[src/rtl/cmp_sort_pkg.sv]
// Shared types and defaults for the comparator-based block sorter.
// Imported by the sequencer and its magnitude comparator core.
package cmp_sort_pkg;

    localparam int W_DEF = 4;
    localparam int N_DEF = 8;

    typedef enum logic [1:0] {
        ST_LOAD  = 2'd0,
        ST_SORT  = 2'd1,
        ST_DRAIN = 2'd2
    } state_e;

endpackage

[src/rtl/cmp_mag_core.sv]
// Combinational W-bit magnitude comparator; exactly one output is high.
module cmp_mag_core
    import cmp_sort_pkg::*;
#(
    parameter int W = W_DEF
) (
    input  logic [W-1:0] a,
    input  logic [W-1:0] b,
    output logic         a_grt_b,
    output logic         a_less_b,
    output logic         a_eq_b
);

    always_comb begin
        a_grt_b  = (a > b);
        a_less_b = (a < b);
        a_eq_b   = (a == b);
    end

endmodule

[src/rtl/cmp_sort_ctrl.sv]
// Loads N words, bubble-sorts them in place with one shared comparator,
// then streams the sorted block out with a last marker.
module cmp_sort_ctrl
    import cmp_sort_pkg::*;
#(
    parameter int N      = N_DEF,
    parameter int W      = W_DEF,
    parameter bit ASCEND = 1'b1
) (
    input  logic         clk,
    input  logic         rst,
    input  logic         abort,
    input  logic         in_valid,
    output logic         in_ready,
    input  logic [W-1:0] in_data,
    output logic         out_valid,
    input  logic         out_ready,
    output logic [W-1:0] out_data,
    output logic         out_last,
    output logic         busy
);

    localparam int IW = $clog2(N);
    typedef logic [IW-1:0] idx_t;
    localparam idx_t LAST = idx_t'(N - 1);
    localparam idx_t LAST_PASS = idx_t'(N - 2);

    state_e       state_q, state_d;
    idx_t         wr_idx_q, wr_idx_d;
    idx_t         rd_idx_q, rd_idx_d;
    idx_t         i_q, i_d;
    idx_t         pass_q, pass_d;
    logic         swapped_q, swapped_d;
    logic         in_ready_q, in_ready_d;
    logic         out_valid_q, out_valid_d;
    logic         out_last_q, out_last_d;
    logic         busy_q, busy_d;
    logic [W-1:0] mem_q [N];
    logic [W-1:0] mem_d [N];

    idx_t         i_nx;
    logic [W-1:0] cmp_a, cmp_b;
    logic         a_grt_b, a_less_b, a_eq_b;
    logic         swap, swapped_now;

    assign i_nx  = i_q + 1'b1;
    assign cmp_a = mem_q[i_q];
    assign cmp_b = mem_q[i_nx];

    cmp_mag_core #(.W(W)) u_core (
        .a        (cmp_a),
        .b        (cmp_b),
        .a_grt_b  (a_grt_b),
        .a_less_b (a_less_b),
        .a_eq_b   (a_eq_b)
    );

    // Equal words never swap, keeping the sort stable.
    assign swap        = !a_eq_b && (ASCEND ? a_grt_b : a_less_b);
    assign swapped_now = swapped_q | swap;

    always_comb begin
        state_d   = state_q;
        wr_idx_d  = wr_idx_q;
        rd_idx_d  = rd_idx_q;
        i_d       = i_q;
        pass_d    = pass_q;
        swapped_d = swapped_q;
        mem_d     = mem_q;
        unique case (state_q)
            ST_LOAD: begin
                if (in_valid) begin
                    mem_d[wr_idx_q] = in_data;
                    wr_idx_d        = wr_idx_q + 1'b1;
                    if (wr_idx_q == LAST) begin
                        state_d   = ST_SORT;
                        wr_idx_d  = '0;
                        i_d       = '0;
                        pass_d    = '0;
                        swapped_d = 1'b0;
                    end
                end
            end
            ST_SORT: begin
                if (swap) begin
                    mem_d[i_q]  = cmp_b;
                    mem_d[i_nx] = cmp_a;
                end
                if (i_q == LAST_PASS - pass_q) begin
                    if (!swapped_now || pass_q == LAST_PASS) begin
                        state_d  = ST_DRAIN;
                        rd_idx_d = '0;
                    end else begin
                        i_d       = '0;
                        pass_d    = pass_q + 1'b1;
                        swapped_d = 1'b0;
                    end
                end else begin
                    i_d       = i_nx;
                    swapped_d = swapped_now;
                end
            end
            ST_DRAIN: begin
                if (out_ready) begin
                    if (rd_idx_q == LAST) begin
                        state_d  = ST_LOAD;
                        rd_idx_d = '0;
                        wr_idx_d = '0;
                    end else begin
                        rd_idx_d = rd_idx_q + 1'b1;
                    end
                end
            end
            default: state_d = ST_LOAD;
        endcase
        // Abort drops the block but leaves storage untouched.
        if (abort) begin
            state_d   = ST_LOAD;
            wr_idx_d  = '0;
            rd_idx_d  = '0;
            i_d       = '0;
            pass_d    = '0;
            swapped_d = 1'b0;
            mem_d     = mem_q;
        end
        in_ready_d  = (state_d == ST_LOAD);
        out_valid_d = (state_d == ST_DRAIN);
        out_last_d  = (state_d == ST_DRAIN) && (rd_idx_d == LAST);
        busy_d      = (state_d == ST_SORT);
    end

    always_ff @(posedge clk) begin
        if (rst) begin
            state_q     <= ST_LOAD;
            wr_idx_q    <= '0;
            rd_idx_q    <= '0;
            i_q         <= '0;
            pass_q      <= '0;
            swapped_q   <= 1'b0;
            in_ready_q  <= 1'b1;
            out_valid_q <= 1'b0;
            out_last_q  <= 1'b0;
            busy_q      <= 1'b0;
            for (int k = 0; k < N; k++) mem_q[k] <= '0;
        end else begin
            state_q     <= state_d;
            wr_idx_q    <= wr_idx_d;
            rd_idx_q    <= rd_idx_d;
            i_q         <= i_d;
            pass_q      <= pass_d;
            swapped_q   <= swapped_d;
            in_ready_q  <= in_ready_d;
            out_valid_q <= out_valid_d;
            out_last_q  <= out_last_d;
            busy_q      <= busy_d;
            mem_q       <= mem_d;
        end
    end

    assign in_ready  = in_ready_q;
    assign out_valid = out_valid_q;
    assign out_last  = out_last_q;
    assign busy      = busy_q;
    assign out_data  = mem_q[rd_idx_q];

endmodule

[config.mk]
export PLATFORM = sky130hd
export DESIGN_NAME = cmp_sort_ctrl
export DESIGN_NICKNAME = d
export VERILOG_FILES = /design/src/rtl/cmp_sort_pkg.sv /design/src/rtl/cmp_mag_core.sv /design/src/rtl/cmp_sort_ctrl.sv
export SDC_FILE = /design/constraint.sdc
export NUM_CORES = 1
export LEC_CHECK = 0
export ABC_AREA = 1
export CAP_MARGIN = 15
export CELL_PAD_IN_SITES_DETAIL_PLACEMENT = 1
export CELL_PAD_IN_SITES_GLOBAL_PLACEMENT = 2
export CORE_ASPECT_RATIO = 0.5
export CORE_MARGIN = 2
export CORE_UTILIZATION = 33
export DETAILED_ROUTE_END_ITERATION = 7
export PLACE_DENSITY_LB_ADDON = 0.1
export SLEW_MARGIN = 20
export SYNTH_ARGS = -nofsm -noshare
export SYNTH_HDL_FRONTEND = slang
export SYNTH_SLANG_ARGS = --single-unit
[constraint.sdc]
create_clock -name clk -period 3.5 [get_ports clk]
set_input_delay 0.7 -clock clk [delete_from_list [all_inputs] [get_ports clk]]
set_output_delay 0.7 -clock clk [all_outputs]
set_load 0.005 [all_outputs]
# Word level (Yosys, flattened, before mapping)
# Cells that the tools add are included.
dict set report word_totals {
  ff_bits 51
  in_bits 9
  wordCells 125
  output_inout_bits 8
}
dict set report op_classes {
  bitwise 6
  reduce_logical 17
  n_addsub 5
  n_eq_ne 18
  n_mux 53
  order_cmp 8
}
# op count
set ops {}
lappend ops {{$bwmux 32} 3}
lappend ops {{$mux 32} 2}
lappend ops {{$pmux 32 s2} 1}
lappend ops {{$mux 3} 15}
lappend ops {{$bmux 4 s3} 3}
lappend ops {{$demux 4 s3} 3}
lappend ops {{$mux 4} 9}
lappend ops {{$pmux 3 s2} 4}
lappend ops {{$ge 4x4->1 const B} 4}
lappend ops {{$not 3->4} 4}
lappend ops {{$mux 2} 7}
lappend ops {{$ne 2x2->1 const B} 7}
lappend ops {{$add 3x1->3 const B} 4}
lappend ops {{$eq 3x3->1 const B} 4}
lappend ops {{$lt 4x1->1 const B} 3}
lappend ops {{$reduce_and 4->1} 3}
lappend ops {{$pmux 2 s3} 1}
lappend ops {{$logic_and 1x1->1} 5}
lappend ops {{$reduce_and 5->1} 1}
lappend ops {{$eq 2x1->1 const B} 2}
lappend ops {{$eq 2x2->1 const B} 2}
lappend ops {{$eq 4x4->1} 1}
lappend ops {{$gt 4x4->1} 1}
lappend ops {{$logic_not 2->1} 2}
lappend ops {{11 further kinds} 16}

# Longest topological paths before layout
# Gate-level depths: netlist (run 1).
dict set report logic_depth {
  depth_word 17
  depth_mapped 24
  ltp_nobuf 23
}

# Cells and area by module
# A second synthesis (run 1) with hierarchy kept.
dict set report hier_totals {
  hier_cells 815
  area_unflattened_um2 4361.7
}
# module area_each_um2 cells_per_inst seq_area_each_um2 instances
set modules_own_cells {}
lappend modules_own_cells {cmp_sort_ctrl 4246.6 795 1021.0 1}
lappend modules_own_cells {cmp_mag_core 115.1 20 0.0 1}

# Worst setup path before layout (run 1)
# No wires, ideal clock.
dict set report synth_path {
  path_kind {reg-to-reg}
  start {reg i_q[1]}
  end {reg mem_q[10] (netlist name)}
  required_time_ps 3381
  period_less_slack_ps 2694
  setup_ps 119
  arrival_time_ps 2574
  slack_ps 806
  stages_incl_launch_ff 21
  cell_sequence {dfxtp_1 -> ha_1 -> clkbuf_1 -> nand2_1 -> nand2_1 -> nand2_1 -> nand2_1 -> inv_1 -> ha_1 -> nand2_1 -> nand2_1 -> nand2_1 -> nand2_1 -> nand2_1 -> nand2_1 -> nand2_1 -> inv_1 -> nand3_1 -> inv_1 -> o21ai_0 -> a21oi_1}
}
dict set report synth_between {
  elab_chain_len 10
  elab_cells_between_ends 29
}
# item line_no
set synth_lines {}
lappend synth_lines {{from (decl)} cmp_sort_ctrl.sv:31} ;# idx_t i_q, i_d;
lappend synth_lines {{from (signal assigned)} cmp_sort_ctrl.sv:149} ;# i_q <= i_d;
lappend synth_lines {{branches (longest 10 deep; another with $gt 4x4->1)} --}
lappend synth_lines {{to (signal assigned)} cmp_sort_ctrl.sv:156} ;# mem_q <= mem_d;
lappend synth_lines {{to (decl)} cmp_sort_ctrl.sv:38} ;# logic [W-1:0] mem_q [N];
# Parallel ways; which one is timed is not known. The select of a mux whose other input is x is not followed.
# A chain may end at the register's enable or synchronous reset.

# Worst setup path in the final report (run 1)
dict set report layout_path {
  start {reg i_q[0]}
  end {reg mem_q[10] (netlist name)}
}
# The elaborated chain is that of the path after synthesis.

==> flow_results.org, run 1 <==
** Clock network
- Root buffer cell :: sky130_fd_sc_hd__clkbuf_16
- The clock passes through at most 2 buffers.
- Clock latency reported for the late side of the worst-skew pair :: 0.30 ns
- Clock buffers created by TritonCTS :: 5
- Clock-pin slew on the worst setup and hold paths :: 0.08 ns
- H-tree lvl count :: 2
- TritonCTS built the clock tree.
- The tree built by TritonCTS fans out to 51 sinks.

** Logic synthesis
- Top flip-flop cell by instance count after synthesis :: sky130_fd_sc_hd__dfxtp_1
- Post-synthesis sequential area ratio :: 0.2502
- Summed over all instances, the cell type with the most area after synthesis is sky130_fd_sc_hd__dfxtp_1.
- By area the synthesized netlist is led by sky130_fd_sc_hd__dfxtp_1, sky130_fd_sc_hd__nand2_1, sky130_fd_sc_hd__o21ai_0.
- By area, the combinational part of the netlist is dominated by simple AND/OR/NAND/NOR gates.
- Library cells used by synthesis :: 36
- Counting flops with an async set or reset pin after synthesis yields a share of 0.
- During synthesis, Yosys emitted a total of 0 warnings.
- Counting every net in the synthesized netlist gives 721.
- Of the total synthesized cell area, the portion taken by AND, OR, NAND and NOR gates is 0.3271.
- Synth top area share :: 0.2502
- The portion of synthesized area spent on multiplexers is 0.
- Most frequent cell after synthesis :: sky130_fd_sc_hd__nand2_1
- Most instantiated cells after synthesis :: sky130_fd_sc_hd__nand2_1, sky130_fd_sc_hd__o21ai_0, sky130_fd_sc_hd__inv_1, sky130_fd_sc_hd__a21oi_1, sky130_fd_sc_hd__nor2_1
- Of the total synthesized cell area, the portion taken by XOR and XNOR cells is 0.004292.
- Flip-flop and latch count after synthesis :: 51
- Adder-Cell Fraction of Synth Area :: 0.04905
- The compound-cell area share of the yosys netlist was 0.2505.
- A synthesized cell averages 5.864 um2.
- The cell count after synthesis came out at 696.
- The mapped netlist covers 4081 um2.
- Number of flops mapped to enable cells by yosys :: 0

** Global routing
- In the global route stage, overall resource usage came out at 0.2552.
- Summed over all layers, the global routing overflow is 0.
- Initial antenna violation count :: 0
- Entering global routing, the biggest net connects 57 pins.
- The first global-routing pass estimated 25700 um of wire.
- Number of global-route vias before repair :: 4605

** STA
- Fin. Hold Viols :: 0
- Worst-case headroom to the max-slew limit :: 0.4751
- Highest attainable clock frequency :: 320.3 MHz
- On the final layout, the worst clock skew is 0.006689 ns.
- Crit path time final :: 3.122 ns
- At the pin with the least slew margin, the transition time is 0.7807 ns.
- Pins Over Slew Limit :: 0
- Final setup viols :: 0
- Dividing the final minimum period by the clock period gives 0.8921.
- In the final timing run, aggregate negative setup slack is 0 ns.
- Setup repair after global routing left no endpoint under its margin.

** Worst setup path
- STA classifies the critical path endpoint as a register.
- Critical Path Start Type :: register
- Kind of critical path :: register to register
- On the critical path, the stage with the largest delay is an instance of sky130_fd_sc_hd__dfxtp_2.
- Along the worst path, the maximum fanout reaches 11.
- The most numerous cell type found on the critical path is sky130_fd_sc_hd__nand2_1.
- Walking the worst path, the cells encountered are ha_1, clkinvlp_4, nand2_1, nand2_1, nand2_1, nand2_1, inv_2, ha_1, nand2_1, inv_1, nand3_1, nand2_1, nand2_1, nand2_1, inv_2, nand3_1, inv_1, o21ai_0, a21oi_1.
- Signal arrival time at the worst endpoint :: 3.35 ns
- In this design, the stage delay of the slowest critical-path cell is 0.38 ns.
- For the worst setup path, the data required time is 3.73 ns.

** Drt
- DR vias :: 4732
- WL/cell :: 18.84 um
- # DRC :: 0
- DRT Wirelength :: 16640 um
- Detailed-routing iteration count for the pre-antenna-repair pass :: 4
- In the routed layout, each cell is associated on average with a via count of 5.359.
- The detail route stage leaves a number of antenna-violating nets equal to 0.
- DR iter-0 viols :: 254

** Power
- Summing internal, switching and leakage power gives 1.281 mW.
- The worst-case IR drop observed on VDD is 0.1705 mV.
- In this run the power density over the cells is 274.5 nW/um2.
- Leak pwr :: 2.009 nW

** Floorplanning
- From bottom edge to top edge, the die measures 82.64 um.
- The die is 161.3 um wide.
- The core region is 11950 um2.
- Starting density of the core :: 0.3416
- Top-level I/O count :: 17
- Number of placement rows :: 28
- The die covers 13330 um2.

** Cells and area
- Post-route core utilization :: 0.3906
- Layout Area Growth over Synthesis :: 14.32%
- Number of fill cells in the layout :: 1639
- Diodes inserted :: 0
- The net count of the finished layout is 742.
- Design area :: 4666 um2
- Share of final-layout standard cells stronger than drive strength 1 :: 0.08217

** Hold path
- The path class of the tightest hold or removal check is register to register.

** Status
- Run status :: finished, final reports clean

** Placed design
- Placed cell areas :: 4474 um2
- Final estimated routing congestion in global placement :: 0.9423
- The HPWL after detailed placement is 12620 um.
- PortBufs :: 16

** Run
- Maxcap violations :: 0
[worst max-delay path: cells and delay by family, from the launching register on]
family | cells | cell delay (ns)
AOI/OAI and AO/OA | 2 | 0.23
adders and majority gates | 2 | 0.63
buffers and inverters | 5 | 0.86
DFF | 1 | 0.38
and+or+nand+nor | 10 | 0.95
[final timing paths]
path	start	to	slack, ns	depth (start not counted)
hold reg to reg	swapped_q	swapped_q	0.48	2
setup / recovery	i_q[0]	mem_q[10]	0.38	19
hold / removal	swapped_q	swapped_q	0.48	2
setup reg to reg	i_q[0]	mem_q[10]	0.38	19
[layout by cell type, fill, tap and decap left out, drive strengths merged]
master and instances:
nand3 39, inv 100, clkinv 2, clkdlybuf4s50 16
o31ai 5, dfxtp 51, buf 20, ha 16
and2 2, nor3 6, o21ai 108, a31oi 10
o22ai 4, a21oi 62, xor2 2, nor2 63
nand4 4, o211ai 1, clkbuf 5, nand2 194
a211oi 4, or2 1, a221oi 1, clkinvlp 2
[cell type report]
cell class | instances | area, um2 | share of cell area
multi-input cells | 522 | 2582 | 0.5535
flip-flops and latches | 51 | 1025 | 0.2196
inverters | 101 | 385.4 | 0.08260
repair buffers | 36 | 314.1 | 0.06731
well taps | 165 | 206.4 | 0.04425
clock buffers | 5 | 125.1 | 0.02682
clock inverters | 3 | 27.53 | 0.005900
[cells by family (layout without fill, tap and decap cells)]
| family | Yosys count | in the layout |
|---|---|---|
| and+or+nand+nor | 309 | 309 |
| AOI/OAI and AO/OA | 195 | 195 |
| buffers and inverters | 123 | 145 |
| xor gates and xnor gates | 2 | 2 |
| adders and majority gates | 16 | 16 |
| DFF | 51 | 51 |
[flip-flops by register name, indices dropped and copies added, names as in the netlist]
name / flops
mem_q: 32
i_q: 3
pass_q: 3
rd_idx_q: 3
wr_idx_q: 3
state_q: 2
busy: 1
in_ready: 1
out_last: 1
out_valid: 1
swapped_q: 1
[power by group]
part / switching (mW) / total, mW / leakage [nW] / internal (mW)
clock: 0.262 / 0.536 / 0.0723 / 0.274
sequential: 0.00874 / 0.596 / 0.414 / 0.587
combinational: 0.0982 / 0.149 / 1.52 / 0.0505
total: 0.369 / 1.28 / 2.01 / 0.912
[what timing repair did]
item                                    4_1_cts  5_1_grt
setup buffers                                 0        3
endpoints found under the setup margin        0       20
hold buffers                                  0        0
resized for setup                             0        7
[stage by stage]
step | hold slack, ns | setup slack [ns] | cells
floorplan | 0.4453 | 0.8063 | 696
global placement | 0.4721 | 0.2383 | 872
detailed placement | 0.4661 | 0.1692 | 872
CTS | 0.4780 | 0.1597 | 880
global route | 0.5245 | 0.04925 | 883
finish | 0.4775 | 0.3778 | 883
[layer usage]
metal	track usage	vias to the layer above	part of all wire
li1	-	2304	-
met1	0.3554	2296	0.51
met2	0.4236	110	0.42
met3	0.03846	22	0.047
met4	0.05357	0	0.016
met5	0	-	0
No activity file was read; power rests on OpenSTA's default activity.
==> run 2: changes to the inputs <==
--- a/config.mk
+++ b/config.mk
@@ -10,7 +10,7 @@
 export CELL_PAD_IN_SITES_DETAIL_PLACEMENT = 1
 export CELL_PAD_IN_SITES_GLOBAL_PLACEMENT = 2
 export CORE_ASPECT_RATIO = 0.5
-export CORE_MARGIN = 2
+export CORE_MARGIN = 3
 export CORE_UTILIZATION = 33
 export DETAILED_ROUTE_END_ITERATION = 7
 export PLACE_DENSITY_LB_ADDON = 0.1
==> flow_results.org, run 2 (synthesized netlist as in run 1, its figures left out) <==
** Power
- The internal power summed over all cells came to 1.049 mW (+15%).
- The sequential share of power is 0.427 (-0.039).
- The maximum ir drop on the vdd rail was 0.1602 mV (-6.0%).
- Net Sw Frac :: 0.2479 (-0.04000)
- Leak pwr :: 2.037 nW (+1.4%)
- The share of total power in combinational logic came to 0.106 (-0.010).
- The clock share of power is 0.467 (+0.049).
- Switching power total :: 345.7 uW (-6.2%)
- The areal power density over the cells came to 295.2 nW/um2 (+7.5%).

** Clock network
- TritonCTS clock tree :: yes
- Clock-pin slew on the worst setup and hold paths :: 0.07 ns (about the same)
- The number of levels in the clock H-tree was 2 (unchanged).
- Clock buffers created by TritonCTS :: 5 (unchanged)
- Clock sink count :: 51 (unchanged)
- The number of buffers inserted for hold repair after clock tree synthesis was 0 (unchanged).
- The clock latency on the worst-skew pair came to 0.30 ns (about the same).
- The maximum buffer depth of the clock tree came to 2 (unchanged).
- CTS placed an instance of sky130_fd_sc_hd__clkbuf_16 at the clock tree root.

** Worst setup path
- Signal arrival time at the worst endpoint :: 3.41 ns (+0.06 ns)
- Required time of the critical path :: 3.69 ns (-0.04 ns)
- Ordered cell list for the critical path :: buf_4, nand3_1, o22ai_1, inv_1, nand4_4, inv_1, ha_1, inv_1, nand2_1, nand2_1, nand2_1, nand2_1, nand2_1, nand2_1, nand2_1, buf_4, nor3_2, inv_1, nor2_1, a21oi_1
- Crit path top cell by count :: sky130_fd_sc_hd__nand2_1
- Type of destination of the critical path :: register
- Cell at the slowest stage of the critical path :: sky130_fd_sc_hd__dfxtp_1
- The worst setup path is launched from a register.
- Broken down by cell family, the worst path's largest delay share belongs to simple AND/OR/NAND/NOR gates.
- Kind of critical path :: register to register
- The maximum fanout count along the critical path was 29 (+18).
- Critical path's largest stage delay :: 0.40 ns (+0.02 ns)
- Flop2flop setup slack :: 0.27 ns (-0.10 ns)
- CP bufs+invs :: 6 (+1)

** Cells and area
- Register area :: 1023 um2 (-0.12%)
- Relative to the synthesized area, the layout overhead comes to 15.79%.
- Most common library cell in the layout ignoring fill and taps :: sky130_fd_sc_hd__nand2_1
- Counting flops per register, the top entry is mem_q.
- NumNets Final :: 744 (+0.27%)
- The number of inserted diodes came to 0 (unchanged).
- Post-route core utilization :: 0.3956 (+0.005027)
- The combined area of the multi-input logic cells came to 2592 um2 (+0.39%).
- Commonest cells after routing, fill and taps aside :: sky130_fd_sc_hd__nand2_1, sky130_fd_sc_hd__o21ai_0, sky130_fd_sc_hd__inv_1, sky130_fd_sc_hd__a21oi_1, sky130_fd_sc_hd__nor2_1
- The final-layout fill cell count was 1645 (+0.37%).
- The share of layout cells above drive strength 1 was 0.08472 (+0.002550).
- The number of flip-flops in the largest register was 32 (unchanged).
- The post-route cell area was 4726 um2 (+1.3%).

** STA
- Pin slew with the least headroom to its limit :: 0.8366 ns (+0.05596 ns)
- Highest attainable clock frequency :: 310.0 MHz (-3.2%)
- Setup repair after global routing left no endpoint under its margin.
- The worst clock skew on the final layout was 0.006989 ns (+0.0003006 ns).
- Fin. Hold Viols :: 0 (unchanged)
- Pins Over Slew Limit :: 0 (unchanged)
- Worst-case headroom to the max-slew limit :: 0.4375 (-0.03763)
- The final cycle utilization of the critical path is 0.9215 (+0.02945).
- Sum Neg Setup Slack :: 0 ns (unchanged)
- Final setup viols :: 0 (unchanged)
- The minimum clock period after layout is 3.225 ns (+0.1031 ns).

** Global routing
- The global route total overflow was 0 (unchanged).
- Global-route usage over all layers :: 0.2478 (-0.007369)
- The first-pass GRT wire length was 26450 um (+2.9%).
- The number of antenna violations at the first check in global routing came to 0 (unchanged).
- Number of global-route vias before repair :: 4666 (+1.3%)
- Maximum number of pins on one net before global-route repair :: 57 (unchanged)

** Drt
- The aggregate routed wire length is 16370 um (-1.6%).
- The DRC violation total after the first TritonRoute iteration is 317 (+25%).
- Detailed-routing iteration count for the pre-antenna-repair pass :: 5 (+1)
- The post-detailed-route DRC marker count came to 0 (unchanged).
- The ratio of routed vias to standard cells is 5.240 (-2.2%).
- The total vias in the final route came to 4637 (-2.0%).
- WL/cell :: 18.50 um (-1.8%)
- Final antenna-violating net count :: 0 (unchanged)

** Placed design
- Placed cell areas :: 4497 um2 (+0.50%)
- The weighted congestion at the end of routability-driven global placement came to 0.9229 (-2.1%).
- The count of buffers from port buffering came to 16 (unchanged).
- HPWL after DPL :: 12380 um (-1.9%)

** Hold path
- The min-delay analysis places its worst path in the category register to register.

** Floorplanning
- The initial cell density of the core is 0.3416 (unchanged).
- The horizontal extent of the die was 163.3 um (+1.2%).
- The I/O pin count came to 17 (unchanged).
- The die height was 84.64 um (+2.4%).
- The area of the die is 13820 um2 (+3.7%).
- Std-Cell Core Area :: 11950 um2 (unchanged)
- Number of placement rows :: 28 (unchanged)

** Run
- Maxcap violations :: 0 (unchanged)

** Status
- The flow ran to the end, and the final reports show no timing, DRC or antenna violations.
==> run 2: path summary, 6_finish.rpt <==
path                             endpoint  startpoint  depth (start not counted)
worst max-delay path            mem_q[31]      i_q[0]                         20
worst min-delay path            swapped_q   swapped_q                          2
worst max register to register  mem_q[31]      i_q[0]                         20
worst min register to register  swapped_q   swapped_q                          2
==> run 2: worst min-delay path, cell delays in order (launching register included) <==
cell	delay (ns)
sky130_fd_sc_hd__dfxtp_1	0.32
sky130_fd_sc_hd__nand2_1	0.06
sky130_fd_sc_hd__a21oi_1	0.05
==> run 2: metrics by stage <==
stage	std cells	hold WS, ns	total power [mW]	setup WS (ns)
finish	885	0.4750	1.395	0.2747
global route	885	0.4966	1.457	0.01299
CTS	883	0.4789	1.408	0.09131
detailed placement	875	0.4678	0.7554	0.1151
global placement	875	0.4719	0.7531	0.1980
floorplan	696	0.4453	0.6820	0.8063
==> run 2: cell type report <==
type | instances | area share
multi-input cells | 522 | 0.5486
flip-flops and latches | 51 | 0.2166
inverters | 101 | 0.08155
repair buffers | 38 | 0.06884
well taps | 165 | 0.04369
clock buffers | 5 | 0.02648
clock inverters | 3 | 0.01430
==> run 2: what timing repair did <==
item / CTS / global route
gates resized for setup: 0 / 6
endpoints found under the setup margin: 0 / 34
buffers inserted: 0 / 2
==> run 2: power by group through the flow <==
stage | Sequential (mW) | Combinational, mW | Clock [mW]
final | 0.596 | 0.147 | 0.651
after floorplan | 0.606 | 0.0759 | 0
after global placement | 0.609 | 0.144 | 0
after CTS | 0.596 | 0.147 | 0.665
after global routing | 0.597 | 0.163 | 0.696
after detailed placement | 0.610 | 0.146 | 0
==> run 2: layer usage <==
layer,GRT usage,up-vias,routed length (um)
met2,0.3624,108,6581
met5,0,-,0
li1,-,2301,-
met1,0.3716,2212,8670
met3,0.05914,16,961
met4,0.04298,0,160
==> run 3: changes to the inputs <==
--- a/config.mk
+++ b/config.mk
@@ -13,7 +13,7 @@
 export CORE_MARGIN = 3
 export CORE_UTILIZATION = 33
 export DETAILED_ROUTE_END_ITERATION = 7
-export PLACE_DENSITY_LB_ADDON = 0.1
+export PLACE_DENSITY = 0.9
 export SLEW_MARGIN = 20
 export SYNTH_ARGS = -nofsm -noshare
 export SYNTH_HDL_FRONTEND = slang
==> flow_results.org, run 3 (synthesized netlist as in run 1, its figures left out) <==
** STA
- Clock Skews :: 0.005446 ns (-0.001543 ns)
- Setup repair after global routing missed its margin :: no
- Sum Neg Setup Slack :: 0 ns (unchanged)
- Crit path time final :: 3.242 ns (+0.01692 ns)
- The max-slew violation count came to 0 (unchanged).
- The tightest slew margin relative to the limit came to 0.3704 (-0.06708).
- The final hold violation count was 0 (unchanged).
- The final cycle utilization of the critical path is 0.9263 (+0.004834).
- Highest attainable clock frequency :: 308.4 MHz (-0.52%)
- Pin slew with the least headroom to its limit :: 0.9434 ns (+0.1067 ns)
- The tightest hold margin is 0.4697 ns (-0.005287 ns).
- The number of setup violations in the final report was 0 (unchanged).

** Clock network
- The number of CTS-inserted buffers was 5 (unchanged).
- The maximum buffer depth of the clock tree was 2 (unchanged).
- The tree is rooted in a sky130_fd_sc_hd__clkbuf_16.
- The number of levels in the clock H-tree is 2 (unchanged).
- TritonCTS built the clock tree.
- Clock sink count :: 51 (unchanged)
- Clock-pin slew on the worst setup and hold paths :: 0.08 ns (about the same)
- The clock latency on the worst-skew pair is 0.30 ns (about the same).

** Drt
- The ratio of routed vias to standard cells is 5.340 (+1.9%).
- DRT Wirelength :: 15810 um (-3.5%)
- Detailed-routing iteration count for the pre-antenna-repair pass :: 4 (-1)
- Final antenna-violating net count :: 0 (unchanged)
- DR vias :: 4699 (+1.3%)
- WL/cell :: 17.96 um (-2.9%)
- The post-detailed-route DRC marker count came to 0 (unchanged).
- The DRC violation total after the first TritonRoute iteration was 320 (+0.95%).

** Floorplanning
- The horizontal extent of the die came to 163.3 um (unchanged).
- Starting density of the core :: 0.3416 (unchanged)
- Height of the die :: 84.64 um (unchanged)
- Std-Cell Core Area :: 11950 um2 (unchanged)
- The I/O pin count was 17 (unchanged).
- The area of the die was 13820 um2 (unchanged).
- Number of placement rows :: 28 (unchanged)

** Global routing
- Initial antenna violation count :: 0 (unchanged)
- The global route total overflow is 0 (unchanged).
- The via count of the first global-routing pass was 4487 (-3.8%).
- Global-route usage over all layers :: 0.2281 (-0.01975)
- Maximum number of pins on one net before global-route repair :: 57 (unchanged)
- The first-pass GRT wire length was 24560 um (-7.1%).

** Power
- Gate power share :: 0.103 (-0.003)
- Internal power component :: 1.047 mW (-0.23%)
- Share of total power in sequential cells :: 0.426 (about the same)
- Power per unit of standard cell area :: 299.0 nW/um2 (+1.3%)
- The fraction of power spent switching nets was 0.2526 (+0.004718).
- The clock share of power is 0.471 (+0.004).
- Switching power total :: 353.7 uW (+2.3%)
- Worst VDD drop :: 0.1782 mV (+11%)
- Leak pwr :: 2.012 nW (-1.3%)

** Worst setup path
- Type of destination of the critical path :: register
- Traced cell by cell, the critical path runs through ha_1, clkinvlp_4, nand2_1, nand2_1, nand2_1, nand2_1, inv_2, ha_1, a21oi_1, nand2_1, nand2_1, nand2_1, nand2_1, inv_2, nand3_1, inv_1, o21ai_0, a21oi_1.
- Kind of critical path :: register to register
- In this design, the critical path's most frequently occurring cell is sky130_fd_sc_hd__nand2_1.
- Flop2flop setup slack :: 0.26 ns (-0.02 ns)
- Critical path's largest stage delay :: 0.39 ns (about the same)
- The maximum fanout count along the critical path came to 12 (-59%).
- Cell type group with the largest total delay on the critical path :: simple AND/OR/NAND/NOR gates
- The data arrival time at the worst-slack endpoint is 3.43 ns (+0.02 ns).
- Cell at the slowest stage of the critical path :: sky130_fd_sc_hd__dfxtp_2
- The data required time of the worst path came to 3.69 ns (about the same).
- Critical Path Start Type :: register
- The sum of buffers and inverters on the critical path was 4 (-2).

** Placed design
- The weighted congestion at the end of routability-driven global placement was 0.9694 (+5.0%).
- HPWL after DPL :: 11820 um (-4.5%)
- PortBufs :: 16 (unchanged)

** Cells and area
- The area growth from synthesis to layout is 14.78%.
- The final-layout fill cell count is 1628 (-1.0%).
- Register containing the most flip-flops in the final layout :: mem_q
- Register area :: 1025 um2 (+0.12%)
- Commonest cells after routing, fill and taps aside :: sky130_fd_sc_hd__nand2_1, sky130_fd_sc_hd__o21ai_0, sky130_fd_sc_hd__inv_1, sky130_fd_sc_hd__a21oi_1, sky130_fd_sc_hd__nor2_1
- Most common library cell in the layout ignoring fill and taps :: sky130_fd_sc_hd__nand2_1
- Number of flip-flops under the largest register name :: 32 (unchanged)
- Post-route core utilization :: 0.3921 (-0.003456)
- Share of final-layout standard cells stronger than drive strength 1 :: 0.07972 (-0.005002)
- Diodes inserted :: 0 (unchanged)
- NumNets Final :: 739 (-0.67%)
- Area of combinational cells with multiple inputs :: 2587 um2 (-0.19%)

** Run
- Maxcap violations :: 0 (unchanged)

** Status
- The run finished with clean final reports.

** Hold path
- In this run the worst hold path is classified as register to register.
[run 3: changes by cell type in the layout (fill, tap and decap cells not counted), sizes merged]
cell  change
buf       -5
[run 3: per-stage QoR]
stage	power (mW)	worst slack [ns]	cell area, um2	instances
after floorplan	0.6820	0.8063	4081	696
after global placement	0.7501	0.2845	4474	872
after detailed placement	0.7520	0.1195	4474	872
after CTS	1.413	0.1129	4667	880
after global routing	1.447	0.02459	4684	880
final	1.400	0.2578	4684	880
[run 3: per-layer routing]
metal  GRT usage  vias up  wire length [um]
met5           0        -                 0
met4     0.04451        0               204
met3     0.03894       18               945
met2      0.3601      124              6763
met1      0.3283     2266              7892
li1            -     2291                 -
[run 3: tightest hold or removal path, delay by kind of cell (launching register included)]
family / cells / cell delay, ns
flip-flops: 1 / 0.31
AO/OA/AOI/OAI: 1 / 0.05
AND/OR/NAND/NOR: 1 / 0.06
[run 3: layout make-up]
cell class | instances | area share
multi-input combinational | 522 | 0.5524
sequential | 51 | 0.2187
inverter | 101 | 0.08227
timing repair buffer | 33 | 0.06143
tap | 165 | 0.04407
clock buffer | 5 | 0.02671
clock inverter | 3 | 0.01442
[run 3: worst paths after layout]
path | startpoint | endpoint | cells past startpoint
setup / recovery | i_q[1] | mem_q[21] | 18
hold / removal | swapped_q | swapped_q | 2
setup reg to reg | i_q[1] | mem_q[21] | 18
hold reg to reg | swapped_q | swapped_q | 2
[run 3: power groups by stage]
stage                     clock network (mW)  registers, mW  logic (mW)
after floorplan                            0          0.606      0.0759
after global placement                     0          0.610       0.141
after detailed placement                   0          0.610       0.142
after CTS                              0.674          0.596       0.143
after global routing                   0.693          0.597       0.157
final                                  0.660          0.596       0.144
[run 3: repair_timing]
| action | in CTS | in global routing |
|---|---|---|
| hold buffers | 0 | 0 |
| endpoints found under the hold margin | 0 | 0 |
| resized for setup | 0 | 7 |
| setup endpoints to repair | 0 | 20 |
| setup buffers | 0 | 0 |
